`src/rtl/load_store_unit.sv`:
```
// Load/store unit between execute and writeback. It issues one data-memory access
// at a time, aligns store data and loads, and aborts accesses that outlive TIMEOUT_CYCLES.
module load_store_unit #(
   parameter int TIMEOUT_CYCLES = 16
) (
   input  logic        clk,
   input  logic        rst_n,
   input  logic        valid_i,
   input  logic [31:0] instr_i,
   input  logic [31:0] alu_result_i,
   input  logic [31:0] store_data_i,
   output logic        stall_o,
   output logic        mem_req_o,
   output logic        mem_we_o,
   output logic [31:0] mem_addr_o,
   output logic [3:0]  mem_be_o,
   output logic [31:0] mem_wdata_o,
   input  logic        mem_gnt_i,
   input  logic        mem_rvalid_i,
   input  logic [31:0] mem_rdata_i,
   output logic        valid_o,
   output logic [31:0] instr_o,
   output logic [31:0] alu_result_o,
   output logic [31:0] data_o,
   output logic [4:0]  sel_rd_o,
   output logic        misaligned_o,
   output logic        err_o
);
   localparam logic [6:0] OP_LOAD   = 7'b0000011;
   localparam logic [6:0] OP_STORE  = 7'b0100011;
   localparam logic [6:0] OP_BRANCH = 7'b1100011;
   localparam int unsigned TMO = TIMEOUT_CYCLES;

   typedef enum logic [1:0] {IDLE, REQ, WAIT} state_t;

   state_t      state;
   logic [31:0] instr_q, alu_q;
   logic [7:0]  cnt;

   logic [6:0]  opc;
   logic [1:0]  size;
   logic        is_st, is_mem, mis;
   logic [3:0]  be;
   logic [31:0] wdata, shifted, ld_data;
   logic [4:0]  rd;
   logic [7:0]  cnt_nxt;
   logic        timeout;

   assign opc    = instr_i[6:0];
   assign size   = instr_i[13:12];
   assign is_st  = (opc == OP_STORE);
   assign is_mem = (opc == OP_LOAD) || is_st;
   assign mis    = is_mem && ((size == 2'b01 && alu_result_i[0]) ||
                              (size == 2'b10 && alu_result_i[1:0] != 2'b00));
   assign rd     = (is_st || opc == OP_BRANCH || mis) ? 5'd0 : instr_i[11:7];

   always_comb begin
      be    = 4'b1111;
      wdata = store_data_i;
      case (size)
         2'b00: begin
            be    = 4'b0001 << alu_result_i[1:0];
            wdata = {4{store_data_i[7:0]}};
         end
         2'b01: begin
            be    = alu_result_i[1] ? 4'b1100 : 4'b0011;
            wdata = {2{store_data_i[15:0]}};
         end
         default: ;
      endcase
   end

   // Load lane extraction uses the captured instruction, since the inputs may move on.
   assign shifted = mem_rdata_i >> {alu_q[1:0], 3'b000};
   always_comb begin
      ld_data = shifted;
      case (instr_q[14:12])
         3'b000:  ld_data = {{24{shifted[7]}}, shifted[7:0]};
         3'b001:  ld_data = {{16{shifted[15]}}, shifted[15:0]};
         3'b100:  ld_data = {24'd0, shifted[7:0]};
         3'b101:  ld_data = {16'd0, shifted[15:0]};
         default: ld_data = shifted;
      endcase
   end

   assign cnt_nxt = (cnt == 8'hFF) ? cnt : cnt + 8'd1;
   assign timeout = (32'(cnt_nxt) >= TMO);
   assign stall_o = (state != IDLE);

   always_ff @(posedge clk or negedge rst_n) begin
      if (!rst_n) begin
         state        <= IDLE;
         instr_q      <= '0;
         alu_q        <= '0;
         cnt          <= '0;
         mem_req_o    <= 1'b0;
         mem_we_o     <= 1'b0;
         mem_addr_o   <= '0;
         mem_be_o     <= '0;
         mem_wdata_o  <= '0;
         valid_o      <= 1'b0;
         instr_o      <= '0;
         alu_result_o <= '0;
         data_o       <= '0;
         sel_rd_o     <= '0;
         misaligned_o <= 1'b0;
         err_o        <= 1'b0;
      end else begin
         valid_o      <= 1'b0;
         misaligned_o <= 1'b0;
         err_o        <= 1'b0;
         case (state)
            IDLE: if (valid_i) begin
               instr_q <= instr_i;
               alu_q   <= alu_result_i;
               cnt     <= '0;
               if (is_mem && !mis) begin
                  state       <= REQ;
                  mem_req_o   <= 1'b1;
                  mem_we_o    <= is_st;
                  mem_addr_o  <= {alu_result_i[31:2], 2'b00};
                  mem_be_o    <= be;
                  mem_wdata_o <= wdata;
               end else begin
                  valid_o      <= 1'b1;
                  instr_o      <= instr_i;
                  alu_result_o <= alu_result_i;
                  data_o       <= '0;
                  sel_rd_o     <= rd;
                  misaligned_o <= mis;
               end
            end
            REQ: begin
               cnt <= cnt_nxt;
               // A grant in the same cycle as the timeout still completes normally.
               if (mem_gnt_i) begin
                  mem_req_o <= 1'b0;
                  mem_we_o  <= 1'b0;
                  if (instr_q[5]) begin
                     state        <= IDLE;
                     valid_o      <= 1'b1;
                     instr_o      <= instr_q;
                     alu_result_o <= alu_q;
                     data_o       <= '0;
                     sel_rd_o     <= '0;
                  end else begin
                     state <= WAIT;
                  end
               end else if (timeout) begin
                  state        <= IDLE;
                  mem_req_o    <= 1'b0;
                  mem_we_o     <= 1'b0;
                  valid_o      <= 1'b1;
                  err_o        <= 1'b1;
                  instr_o      <= instr_q;
                  alu_result_o <= alu_q;
                  data_o       <= '0;
                  sel_rd_o     <= '0;
               end
            end
            WAIT: begin
               cnt <= cnt_nxt;
               if (mem_rvalid_i || timeout) begin
                  state        <= IDLE;
                  valid_o      <= 1'b1;
                  err_o        <= !mem_rvalid_i;
                  instr_o      <= instr_q;
                  alu_result_o <= alu_q;
                  data_o       <= mem_rvalid_i ? ld_data : 32'd0;
                  sel_rd_o     <= mem_rvalid_i ? instr_q[11:7] : 5'd0;
               end
            end
            default: state <= IDLE;
         endcase
      end
   end
endmodule

```
`config.mk`:
```
export PLATFORM = sky130hd
export DESIGN_NAME = load_store_unit
export DESIGN_NICKNAME = d
export VERILOG_FILES = /design/src/rtl/load_store_unit.sv
export SDC_FILE = /design/constraint.sdc
export NUM_CORES = 1
export LEC_CHECK = 0
export BUFFER_PORTS_ARGS = -buffer_cell sky130_fd_sc_hd__buf_2
export CAP_MARGIN = 30
export CORE_ASPECT_RATIO = 1.1
export CORE_MARGIN = 5
export CORE_UTILIZATION = 35
export DETAILED_ROUTE_END_ITERATION = 8
export SKIP_CTS_REPAIR_TIMING = 1
export SYNTH_ARGS = -nofsm -noshare
export SYNTH_HDL_FRONTEND = slang
export SYNTH_SLANG_ARGS = --single-unit
```
`constraint.sdc`:
```
create_clock -name clk -period 6.75 [get_ports clk]
set_clock_uncertainty 0.15 [all_clocks]
set_input_delay 0.675 -clock clk [delete_from_list [all_inputs] [get_ports clk]]
set_output_delay 0.675 -clock clk [all_outputs]
set_load 0.01 [all_outputs]
```
; ---- After elaboration in Yosys (flattened, before gate mapping)
; Index checks and enable logic that the tools add are counted.
[word_totals]
inputBits = 133
output_inout_bits = 175
register_bits = 246
[classes]
n_lt_le_gt_ge = 1
eq_ne = 17
shift = 2
mux = 66
addsub = 1
reduce_logical = 26
[ops]
columns = op, count
row1 = $mux W32, 19
row2 = $pmux W32 S3, 3
row3 = $pmux W32 S4, 1
row4 = $pmux W32 S2, 1
row5 = $mux W5, 8
row6 = $shr A32 B5 Y32, 1
row7 = $mux W1, 17
row8 = $mux W8, 2
row9 = $pmux W8 S2, 1
row10 = $pmux W5 S3, 1
row11 = $mux W2, 6
row12 = $add A8 B1 Y8 const B, 1
row13 = $eq A8 B8 Y1 const B, 1
row14 = $ge A8 B5 Y1 const B, 1
row15 = $ne A2 B2 Y1 const B, 4
row16 = $pmux W4 S2, 1
row17 = $reduce_and A4 Y1, 2
row18 = $reduce_bool A2 Y1, 4
row19 = $eq A7 B2 Y1 const B, 1
row20 = $eq A7 B6 Y1 const B, 1
row21 = $eq A7 B7 Y1 const B, 1
row22 = $eq A3 B3 Y1 const B, 2
row23 = $ne A3 B3 Y1 const B, 2
row24 = $pmux W1 S2, 3
row25 = other kinds (17), 29

; ---- Logic depth before layout (Yosys ltp)
; Gate-level depths: netlist of run 1.
[logic_depth]
word_depth = 9
depth_mapped = 10

; ---- Worst setup path before layout of run 1
; No wires, ideal clock.
[synth_timing]
kind = reg-to-reg
start = register cnt[0]
end = register data_o[18]
path_stages_with_launch = 9
arrival_ns = 2.268
period_less_slack_ns = 2.542
slack_ns = 4.208
path_buffers = 2
cell_sequence = dfrtp_1 > ha_1 > and3_1 > and3_1 > o211a_1 > nor4b_2 > buf_4 > buf_6 > mux2_2
[synth_via]
elab_chain_cells = 6
word_cells_on_any_way = 8
[synth_rtl]
columns = element, line
row1 = from (decl), 38  ; logic [7:0] cnt;
row2 = from (signal assigned), 134  ; cnt <= cnt_nxt;
row3 = from (signal assigned), 162  ; cnt <= cnt_nxt;
row4 = $add A8 B1 Y8 / $eq A8 B8 Y1 (equally long branches), 86  ; assign cnt_nxt = (cnt == 8'hFF) ? cnt : cnt + 8'd1;
row5 = $mux W8 *, 86
row6 = $ge A8 B5 Y1 *, 87  ; assign timeout = (32'(cnt_nxt) >= TMO);
row7 = $logic_or A1 B1 Y1, 163  ; if (mem_rvalid_i || timeout) begin
row8 = $ne A2 B2 Y1 (no source line), n/a
row9 = $reduce_and A6 Y1 (no source line) *, n/a
row10 = to (signal assigned), 169  ; data_o <= mem_rvalid_i ? ld_data : 32'd0;
row11 = to (decl), 24  ; output logic [31:0] data_o,
; Mark *: on every way between the ends. The rest lies on a longest branch, timed or not.
; A chain may end at the register's enable or synchronous reset.

; ---- Final worst setup path of run 1
[layout_timing]
start = register cnt[0]
end = register data_o[8]
; The elaborated chain is that of the path after synthesis.

==> flow_metrics.tcl, run 1 <==
set metrics [dict create \
    finalSetupTns_ns 0 \
    number_of_enable_type_register_cells_in_the_synthesized_netlist 0 \
    first_global_vias 8778 \
    final_antenna_net_count 0 \
    finalInstanceArea_um2 14300 \
    drive_above_1_share_pct 44.8 \
    grt_first_pass_wirelength_um 48700 \
    nNetsFinal 1404 \
    globalplace.congestion 0.799 \
    maximum_operating_frequency_ghz 0.274 \
    final.setup.worst_slack_ns 3.10 \
    ys_top_cells_by_area "sky130_fd_sc_hd__dfrtp_1 (54%), sky130_fd_sc_hd__mux2_2 (20%), sky130_fd_sc_hd__nand2_1 (4.7%)" \
    power_density_normalized_to_cell_area_nw_per_um2 383 \
    grt_usage_pct 16.4 \
    diode_count 0 \
    synth.ff_latch_count 246 \
    path_cells "ha_1, and3_1, and3_1, o211a_1, nor4b_4, buf_4, buf_4, mux2_2" \
    post_dp_cell_area_um2 13300 \
    synth_seq_area_share_pct 54.0 \
    num_vias 8386 \
    grt_max_degree 157 \
    tritoncts_buffers 28 \
    synth_cells 983 \
    core_area_um2 32300 \
    setup_slack_on_the_worst_flop_to_flop_path_ns 3.10 \
    crit_family "buffers and inverters" \
    drv_slew 0 \
    worstSetupStartpointType "flip-flop" \
    ctsRootBufferMaster "sky130_fd_sc_hd__clkbuf_16" \
    timing.final.crit_period_ns 3.65 \
    r2r_cells 8 \
    grt_overflow 0 \
    cts.htree.levels 1 \
    floorplan.die_area_um2 36300 \
    setup_viol_count_final 0 \
    critical_path.max_stage_delay_ns 0.71 \
    slew-limit-headroom_pct 41.7 \
    clk_transition_reported_paths_ns 0.06 \
    timing.critical_path.to_type "flip-flop" \
    worstReg2RegEnd "data_o[8]$_DFFE_PN0P_" \
    dp_worst_setup_slack_ns 2.76 \
    yosys_most_used_dff "sky130_fd_sc_hd__dfrtp_1" \
    yosysTopAreaCell "sky130_fd_sc_hd__dfrtp_1" \
    boundaryPins 308 \
    cap_viol_max_count 0 \
    placementRows 69 \
    worstPathMaxFanout 57 \
    criticalPathCategory "reg -> reg" \
    total_power_mw 5.49 \
    antenna_found_initial 0 \
    rsz0062_at_grt "no" \
    drt_first_pass_iters 4 \
    layout_worst_path_cycle_share_pct 54.0 \
    timing.rr.start "cnt[0]$_DFFE_PN0P_" \
    buffers_plus_inverters_on_the_worst_setup_path 2 \
    route.detailed.wl_per_inst_um 18.0 \
    hold_path.class "in -> async" \
    floorplan.die.height_um 199 \
    viasPerCell 4.90 \
    worst-endpoint-required_ns 7.03 \
    worst_pin_slew_ns 0.875 \
    cts_tree "done" \
    peakVddDrop_mv 0.231 \
    outcome "finished, violations left" \
    hold_ws_ns -0.0147 \
    clkLatencyLatePin_ns 0.54 \
    yosys_warnings 0 \
    worstPathArrival_ns 3.92 \
    synth_area_um2 11400 \
    drt_drc_violations_left 0 \
    synthToLayoutAreaGrowth_pct 25.5 \
    cts.path.max_buffers 3 \
    synth_cell_types 48 \
    floorplan.die.width_um 182 \
    initial_core_util_pct 35.3 \
    critical_path.slowest_cell "sky130_fd_sc_hd__buf_4" \
    postSynth.asyncResetShare_pct 100 \
    postRouteWirelength_um 30800 \
    violations "hold timing" \
    dpl.hpwl_um 21700 \
    cts.sink_count 246 \
    power.leakage_nw 7.16 \
    port_buffers 305 \
    synth_top_area_share_pct 54.0 \
    synth.avg_cell_area_um2 11.6 \
    timing.final.hold_violations 4 \
    dr.first_iter.drc_count 384 \
]
-- flip-flops by register name, indices dropped and copies added (netlist names) --
| name | cells |
|---|---|
| data_o | 32 |
| mem_be_o | 4 |
| sel_rd_o | 5 |
| mem_wdata_o | 32 |
| instr_q | 32 |
| instr_o | 32 |
| misaligned_o | 1 |
| valid_o | 1 |
| mem_addr_o | 30 |
| state | 2 |
| alu_q | 32 |
| mem_req_o | 1 |
| mem_we_o | 1 |
| cnt | 8 |
| alu_result_o | 32 |
| err_o | 1 |
-- synthesized netlist by cell type, drive strengths merged (4+ instances only) --
cell	count
mux2i	35
and3	6
a211oi	7
nand2	143
a21oi	22
nor2b	4
o21ai	96
nand3	7
mux2	223
buf	18
o2bb2ai	5
dfrtp	246
a31oi	4
a221oi	7
nor2	33
clkbuf	45
nand2b	8
ha	5
inv	37
-- cells in the final DEF, fill, tap and decap left out, drive strengths merged, types with 3 or more instances in the layout --
master	instances
o21ai	96
nor3	3
nor2b	4
nor2	33
clkbuf	35
nand2	143
a221oi	7
inv	37
ha	5
and3	6
a21oi	22
a31oi	4
mux2i	35
bufinv	7
o2bb2ai	5
nand4	3
clkinv	8
a211oi	7
nand3	7
dfrtp	246
buf	315
mux2	223
nand2b	8
-- layer usage --
layer,global-route usage [%],vias to the layer above,share of wire [%]
met5,0,-,0
met4,4.59,0,2.6
met3,5.44,53,9.1
met2,26.1,263,45
met1,21.7,4090,43
li1,-,3980,-
-- cell families (layout without fill, tap and decap cells) --
logic type | after synthesis | count (layout) | synth area share (%)
other | 1 | 2 | 0.0329
AND/OR/NAND/NOR | 218 | 218 | 8.18
AO/OA/AOI/OAI | 152 | 152 | 7.59
multiplexers | 260 | 260 | 25.5
buffers and inverters | 100 | 403 | 4.13
adder cells (fa/ha/maj) | 5 | 5 | 0.548
flip-flops | 246 | 246 | 54.0
XOR/XNOR | 1 | 1 | 0.0768
-- worst register-to-register path: stages, from the launching register on --
cell	delay, ns
sky130_fd_sc_hd__dfrtp_1	0.41
sky130_fd_sc_hd__ha_1	0.25
sky130_fd_sc_hd__and3_1	0.23
sky130_fd_sc_hd__and3_1	0.19
sky130_fd_sc_hd__o211a_1	0.30
sky130_fd_sc_hd__nor4b_4	0.28
sky130_fd_sc_hd__buf_4	0.54
sky130_fd_sc_hd__buf_4	0.72
sky130_fd_sc_hd__mux2_2	0.46
-- per-stage QoR --
stage          hold WS [ns]  util (%)  cells
2_1_floorplan         0.229         -    984
3_3_place_gp          0.310      41.1   1661
3_5_place_dp          0.319      41.1   1662
4_1_cts             0.00557      44.3   1713
5_1_grt             0.00442      44.3   1713
6_report            -0.0147      44.3   1713
-- worst max path at each step --
stage / start / endpoint / slack (ns) / cells after the start
floorplan: cnt[0]$_DFFE_PN0P_ / data_o[18]$_DFFE_PN0P_ / 4.21 / 8
global placement: instr_i[13] / data_o[11]$_DFFE_PN0P_ / 2.80 / 9
detailed placement: instr_i[13] / instr_o[27]$_DFFE_PN0P_ / 2.76 / 9
CTS: cnt[0]$_DFFE_PN0P_ / data_o[10]$_DFFE_PN0P_ / 3.03 / 8
global route: cnt[0]$_DFFE_PN0P_ / data_o[11]$_DFFE_PN0P_ / 2.95 / 8
finish: cnt[0]$_DFFE_PN0P_ / data_o[8]$_DFFE_PN0P_ / 3.10 / 8
-- area by class of cell --
cell class                      count  area, um2
Clock buffer                       35        788
Timing Repair Buffer              315       1620
Clock inverter                     16        258
Sequential cell                   246       6160
Fill cell                        3099      18000
Inverter                           37        139
Multi-Input combinational cell    638       4820
Tap cell                          426        533
-- power by group --
group / internal [mW] / leakage [nW] / switching [mW] / total, mW
Sequential: 1.88 / 3.11 / 0.223 / 2.10
Clock: 1.09 / 0.519 / 0.630 / 1.72
Combinational: 0.799 / 3.54 / 0.865 / 1.66
Power figures use the tool's default switching activity.
==> run 2, diff against run 1 <==
==> constraint.sdc (replaced) <==
create_clock -name clk -period 3.45 [get_ports clk]
set_clock_uncertainty 0.15 [all_clocks]
set_input_delay 0.345 -clock clk [delete_from_list [all_inputs] [get_ports clk]]
set_output_delay 0.345 -clock clk [all_outputs]
set_load 0.01 [all_outputs]
==> run 2 against run 1 <==
- global-route usage rose by 0.18 points
- core utilization is 3.0 points higher
- critical path depth is 1 lower
- routed wire length grew 4.0%
- sequential share of layout area shrank 2.8 points
- clock power rose by 79%
- sequential power is 97% higher
- power is 93% higher
- the flow still finishes with violations (hold timing)
- via count up 5.0%
- non-clock buffer count increased by 99
- count of clock-buffer cells in the layout rose by 8
==> flow_metrics.tcl, run 2 (same netlist as run 1, synthesis figures left out) <==
set metrics [dict create \
    most_common_cell_after_layout_fill_and_taps_aside "sky130_fd_sc_hd__buf_2" \
    peakVddDrop_mv 0.504 \
    mostFrequentLayoutCells "sky130_fd_sc_hd__buf_2 (304), sky130_fd_sc_hd__dfrtp_1 (246), sky130_fd_sc_hd__mux2_2 (203)" \
    synthToLayoutAreaGrowth_pct 34.1 \
    layout_worst_path_cycle_share_pct 82.3 \
    postRouteWirelength_um 32100 \
    slew-limit-headroom_pct 52.7 \
    drive_above_1_share_pct 41.8 \
    floorplan.die.height_um 199 \
    cap_viol_max_count 0 \
    criticalPathCategory "reg -> reg" \
    worstPathMaxFanout 51 \
    drt_drc_violations_left 0 \
    finalInstanceArea_um2 15300 \
    placementRows 69 \
    core_area_um2 32300 \
    maximum_operating_frequency_ghz 0.352 \
    timing.final.hold_violations 4 \
    viasPerCell 4.85 \
    clkLatencyLatePin_ns 0.56 \
    diode_count 0 \
    outcome "finished, violations left" \
    setup_slack_on_the_worst_flop_to_flop_path_ns 0.61 \
    critical_path.slowest_cell "sky130_fd_sc_hd__nor4b_4" \
    clk_transition_reported_paths_ns 0.06 \
    grt_overflow 0 \
    hold_path.class "in -> reg" \
    worst_pin_slew_ns 0.709 \
    grt_max_degree 95 \
    total_area_of_multi_input_combinational_cells_um2 4820 \
    tritoncts_buffers 29 \
    total_power_mw 10.6 \
    worstSetupStartpointType "flip-flop" \
    drv_slew 0 \
    initial_core_util_pct 35.3 \
    dpl.hpwl_um 22000 \
    path_cells "ha_1, and3_1, and3_1, o211a_1, nor4b_4, buf_12, mux2_2" \
    antenna_found_initial 1 \
    num_vias 8803 \
    critical_path.max_stage_delay_ns 0.43 \
    hold_ws_ns -0.0517 \
    setup_viol_count_final 0 \
    cts.htree.levels 1 \
    worst-endpoint-required_ns 3.73 \
    grt_first_pass_wirelength_um 49200 \
    cts_tree "done" \
    regArea_um2 6160 \
    drt_first_pass_iters 4 \
    globalplace.congestion 0.843 \
    timing.final.crit_period_ns 2.84 \
    boundaryPins 308 \
    dr.first_iter.drc_count 380 \
    final_core_utilization_pct 47.4 \
    ctsRootBufferMaster "sky130_fd_sc_hd__clkbuf_16" \
    first_global_vias 8771 \
    power_density_normalized_to_cell_area_nw_per_um2 693 \
    critical-path-top-cell-by-count "sky130_fd_sc_hd__and3_1" \
    rsz0062_at_grt "no" \
    route.detailed.wl_per_inst_um 17.7 \
    worstPathArrival_ns 3.12 \
    cts.path.max_buffers 3 \
    finalSetupTns_ns 0 \
    floorplan.die.width_um 182 \
    power.leakage_nw 7.58 \
    nNetsFinal 1504 \
    cts.sink_count 246 \
    fill_cells 2964 \
    grt_usage_pct 16.6 \
    final_antenna_net_count 0 \
    post_dp_cell_area_um2 13400 \
    violations "hold timing" \
    timing.critical_path.to_type "flip-flop" \
    floorplan.die_area_um2 36300 \
    port_buffers 305 \
]
==> run 2: cell count changes in the layout (fill, tap and decap cells not counted), sizes merged <==
cell / delta
dlygate4sd3: +92
inv: +1
buf: +7
clkbuf: +8
bufinv: -5
clkinv: -1
==> run 2: power breakdown <==
group,internal (mW),switching (mW)
sequential,3.68,0.453
combinational,1.70,1.70
clock,1.85,1.23
==> run 2: worst max-delay path: cells and delay by family (launching register included) <==
family                     cells  cell delay (ns)
adders and majority gates      1             0.25
DFF                            1             0.41
AOI/OAI and AO/OA              1             0.28
and+or+nand+nor                3             0.84
muxes                          1             0.38
buffers and inverters          1             0.31
==> run 2: per-layer routing <==
layer	track usage, %	wire (um)	part of all wire, %
met5	0	11	0.034
met3	5.61	2760	8.6
met2	27.5	15500	48
met1	21.6	13300	42
met4	2.89	480	1.5
==> run 2: layout make-up <==
type                            instances  share of cell area [%]
Clock buffer                           43                    5.55
Clock inverter                         11                   0.802
Inverter                               37                   0.908
Multi-Input combinational cell        638                    31.5
Sequential cell                       246                    40.2
Tap cell                              426                    3.48
Timing Repair Buffer                  414                    17.5
==> run 2: stage by stage <==
stage / worst slack (ns) / instances
floorplan: 0.908 / 984
global placement: 0.669 / 1668
detailed placement: 0.632 / 1669
CTS: 0.610 / 1723
global route: 0.473 / 1815
finish: 0.610 / 1815
==> run 2: path summary, 6_finish.rpt <==
kind / from / end / cells past startpoint
max: cnt[0]$_DFFE_PN0P_ / alu_result_o[5]$_DFFE_PN0P_ / 7
min: store_data_i[28] / mem_wdata_o[28]$_DFFE_PN0P_ / 3
max reg2reg: cnt[0]$_DFFE_PN0P_ / alu_result_o[5]$_DFFE_PN0P_ / 7
min reg2reg: mem_wdata_o[22]$_DFFE_PN0P_ / mem_wdata_o[22]$_DFFE_PN0P_ / 2
max in group asynchronous: rst_n / alu_q[4]$_DFFE_PN0P_ / 3
min in group asynchronous: rst_n / mem_addr_o[17]$_DFFE_PN0P_ / 2
==> run 3, diff against run 2 <==
==> constraint.sdc (replaced) <==
create_clock -name clk -period 2.9 [get_ports clk]
set_clock_uncertainty 0.15 [all_clocks]
set_input_delay 0.29 -clock clk [delete_from_list [all_inputs] [get_ports clk]]
set_output_delay 0.29 -clock clk [all_outputs]
set_load 0.01 [all_outputs]
==> run 3 against run 2 <==
- the flow still finishes with violations (hold timing)
- global-route usage rose by 0.069 points
- final area rose by 0.63%
- via count rose by 0.99%
- critical path depth rose by 2
- core utilization rose by 0.30 points
==> flow_metrics.tcl, run 3 (same netlist as run 1, synthesis figures left out) <==
set metrics [dict create \
    outcome "finished, violations left" \
    violations "hold timing" \
    r2r_cells 9 \
    floorplan.die.height_um 199 \
    peakVddDrop_mv 0.444 \
    tritoncts_buffers 27 \
    grt_usage_pct 16.7 \
    min_path_cells 4 \
    worstPathMaxFanout 25 \
    maximum_operating_frequency_ghz 0.362 \
    rsz0062_at_grt "no" \
    dp_worst_setup_slack_ns 0.0556 \
    port_buffers 305 \
    hold_path.class "in -> reg" \
    drt_first_pass_iters 6 \
    finalSetupTns_ns 0 \
    placementRows 69 \
    power_density_normalized_to_cell_area_nw_per_um2 804 \
    dpl.hpwl_um 22400 \
    routed_length_on_met1_um 14000 \
    globalplace.congestion 0.780 \
    mostFrequentLayoutCells "sky130_fd_sc_hd__buf_2 (304), sky130_fd_sc_hd__dfrtp_1 (246), sky130_fd_sc_hd__mux2_2 (203)" \
    setup_viol_count_final 0 \
    drv_slew 0 \
    cts.path.max_buffers 3 \
    slew-limit-headroom_pct 48.7 \
    postRouteWirelength_um 32600 \
    clk_transition_reported_paths_ns 0.06 \
    final.setup.worst_slack_ns 0.139 \
    cts.htree.levels 1 \
    most_common_cell_after_layout_fill_and_taps_aside "sky130_fd_sc_hd__buf_2" \
    grt_max_degree 95 \
    worstPathArrival_ns 3.02 \
    initial_core_util_pct 35.3 \
    route.detailed.wl_per_inst_um 17.8 \
    viasPerCell 4.84 \
    timing.final.crit_period_ns 2.76 \
    top_signal_layer_used "met4" \
    antenna_found_initial 0 \
    core_area_um2 32300 \
    worst_pin_slew_ns 0.769 \
    timing.critical_path.to_type "flip-flop" \
    layout_worst_path_cycle_share_pct 95.2 \
    worst-endpoint-required_ns 3.16 \
    cts_tree "done" \
    cap_viol_max_count 0 \
    dr_wl_met2_um 15400 \
    timing.final.hold_violations 1 \
    nNetsFinal 1526 \
    worstSetupStartpointType "flip-flop" \
    drt_drc_violations_left 0 \
    cts.sink_count 246 \
    first_global_vias 8882 \
    boundaryPins 308 \
    drive_above_1_share_pct 41.9 \
    met3_length_um 2570 \
    final_antenna_net_count 0 \
    hold_ws_ns -0.0283 \
    grt_first_pass_wirelength_um 49400 \
    grt_overflow 0 \
    clkLatencyLatePin_ns 0.53 \
    ctsRootBufferMaster "sky130_fd_sc_hd__clkbuf_16" \
    dr.first_iter.drc_count 380 \
    floorplan.die_area_um2 36300 \
    num_vias 8890 \
    diode_count 0 \
    synthToLayoutAreaGrowth_pct 34.9 \
    power.leakage_nw 7.63 \
    floorplan.die.width_um 182 \
    criticalPathCategory "reg -> reg" \
]
## run 3: path summary, 6_finish.rpt
path                                         start  slack [ns]                         end
min in group asynchronous                    rst_n        0.19  mem_addr_o[19]$_DFFE_PN0P_
min reg2reg                mem_be_o[3]$_DFFE_PN0P_        0.32     mem_be_o[3]$_DFFE_PN0P_
min                                mem_rdata_i[30]       -0.03      data_o[30]$_DFFE_PN0P_
max reg2reg                     cnt[0]$_DFFE_PN0P_        0.14      data_o[17]$_DFFE_PN0P_
max                             cnt[0]$_DFFE_PN0P_        0.14      data_o[17]$_DFFE_PN0P_
max in group asynchronous                    rst_n        1.55       alu_q[14]$_DFFE_PN0P_
## run 3: routing by layer
layer / GRT usage, % / vias to the layer above
li1: - / 4210
met1: 22.1 / 4358
met2: 27.4 / 274
met3: 4.86 / 48
met4: 3.61 / 0
met5: 0 / -
## run 3: layout make-up
cell class	instances	area (um2)
Fill cell	2988	16900
Sequential cell	246	6160
Multi-Input combinational cell	638	4820
Timing Repair Buffer	438	2900
Clock buffer	37	753
Tap cell	426	533
Inverter	37	139
Clock inverter	13	98.8
## run 3: power by group
part / switching (mW) / internal, mW
sequential: 0.542 / 4.38
clock: 1.41 / 1.91
combinational: 2.07 / 2.07
total: 4.03 / 8.35
## run 3: per-stage QoR
step | cell area [um2] | hold WS [ns] | cells | power, mW | util [%]
global placement | 13500 | 0.221 | 1678 | 8.91 | 41.7
detailed placement | 13500 | 0.228 | 1679 | 9.03 | 41.7
global route | 15400 | 0.00628 | 1835 | 13.1 | 47.7
finish | 15400 | -0.0283 | 1835 | 12.4 | 47.7
floorplan | 11400 | -0.156 | 984 | 7.48 | -
CTS | 14300 | -0.346 | 1729 | 12.4 | 44.4
## run 3: worst max-delay path, stage by stage (launching register included)
cell	delay (ns)
sky130_fd_sc_hd__dfrtp_1	0.42
sky130_fd_sc_hd__ha_1	0.26
sky130_fd_sc_hd__and3_1	0.24
sky130_fd_sc_hd__and3_1	0.19
sky130_fd_sc_hd__o211a_1	0.29
sky130_fd_sc_hd__nor4b_4	0.21
sky130_fd_sc_hd__buf_4	0.20
sky130_fd_sc_hd__buf_4	0.15
sky130_fd_sc_hd__buf_12	0.18
sky130_fd_sc_hd__mux2_2	0.36
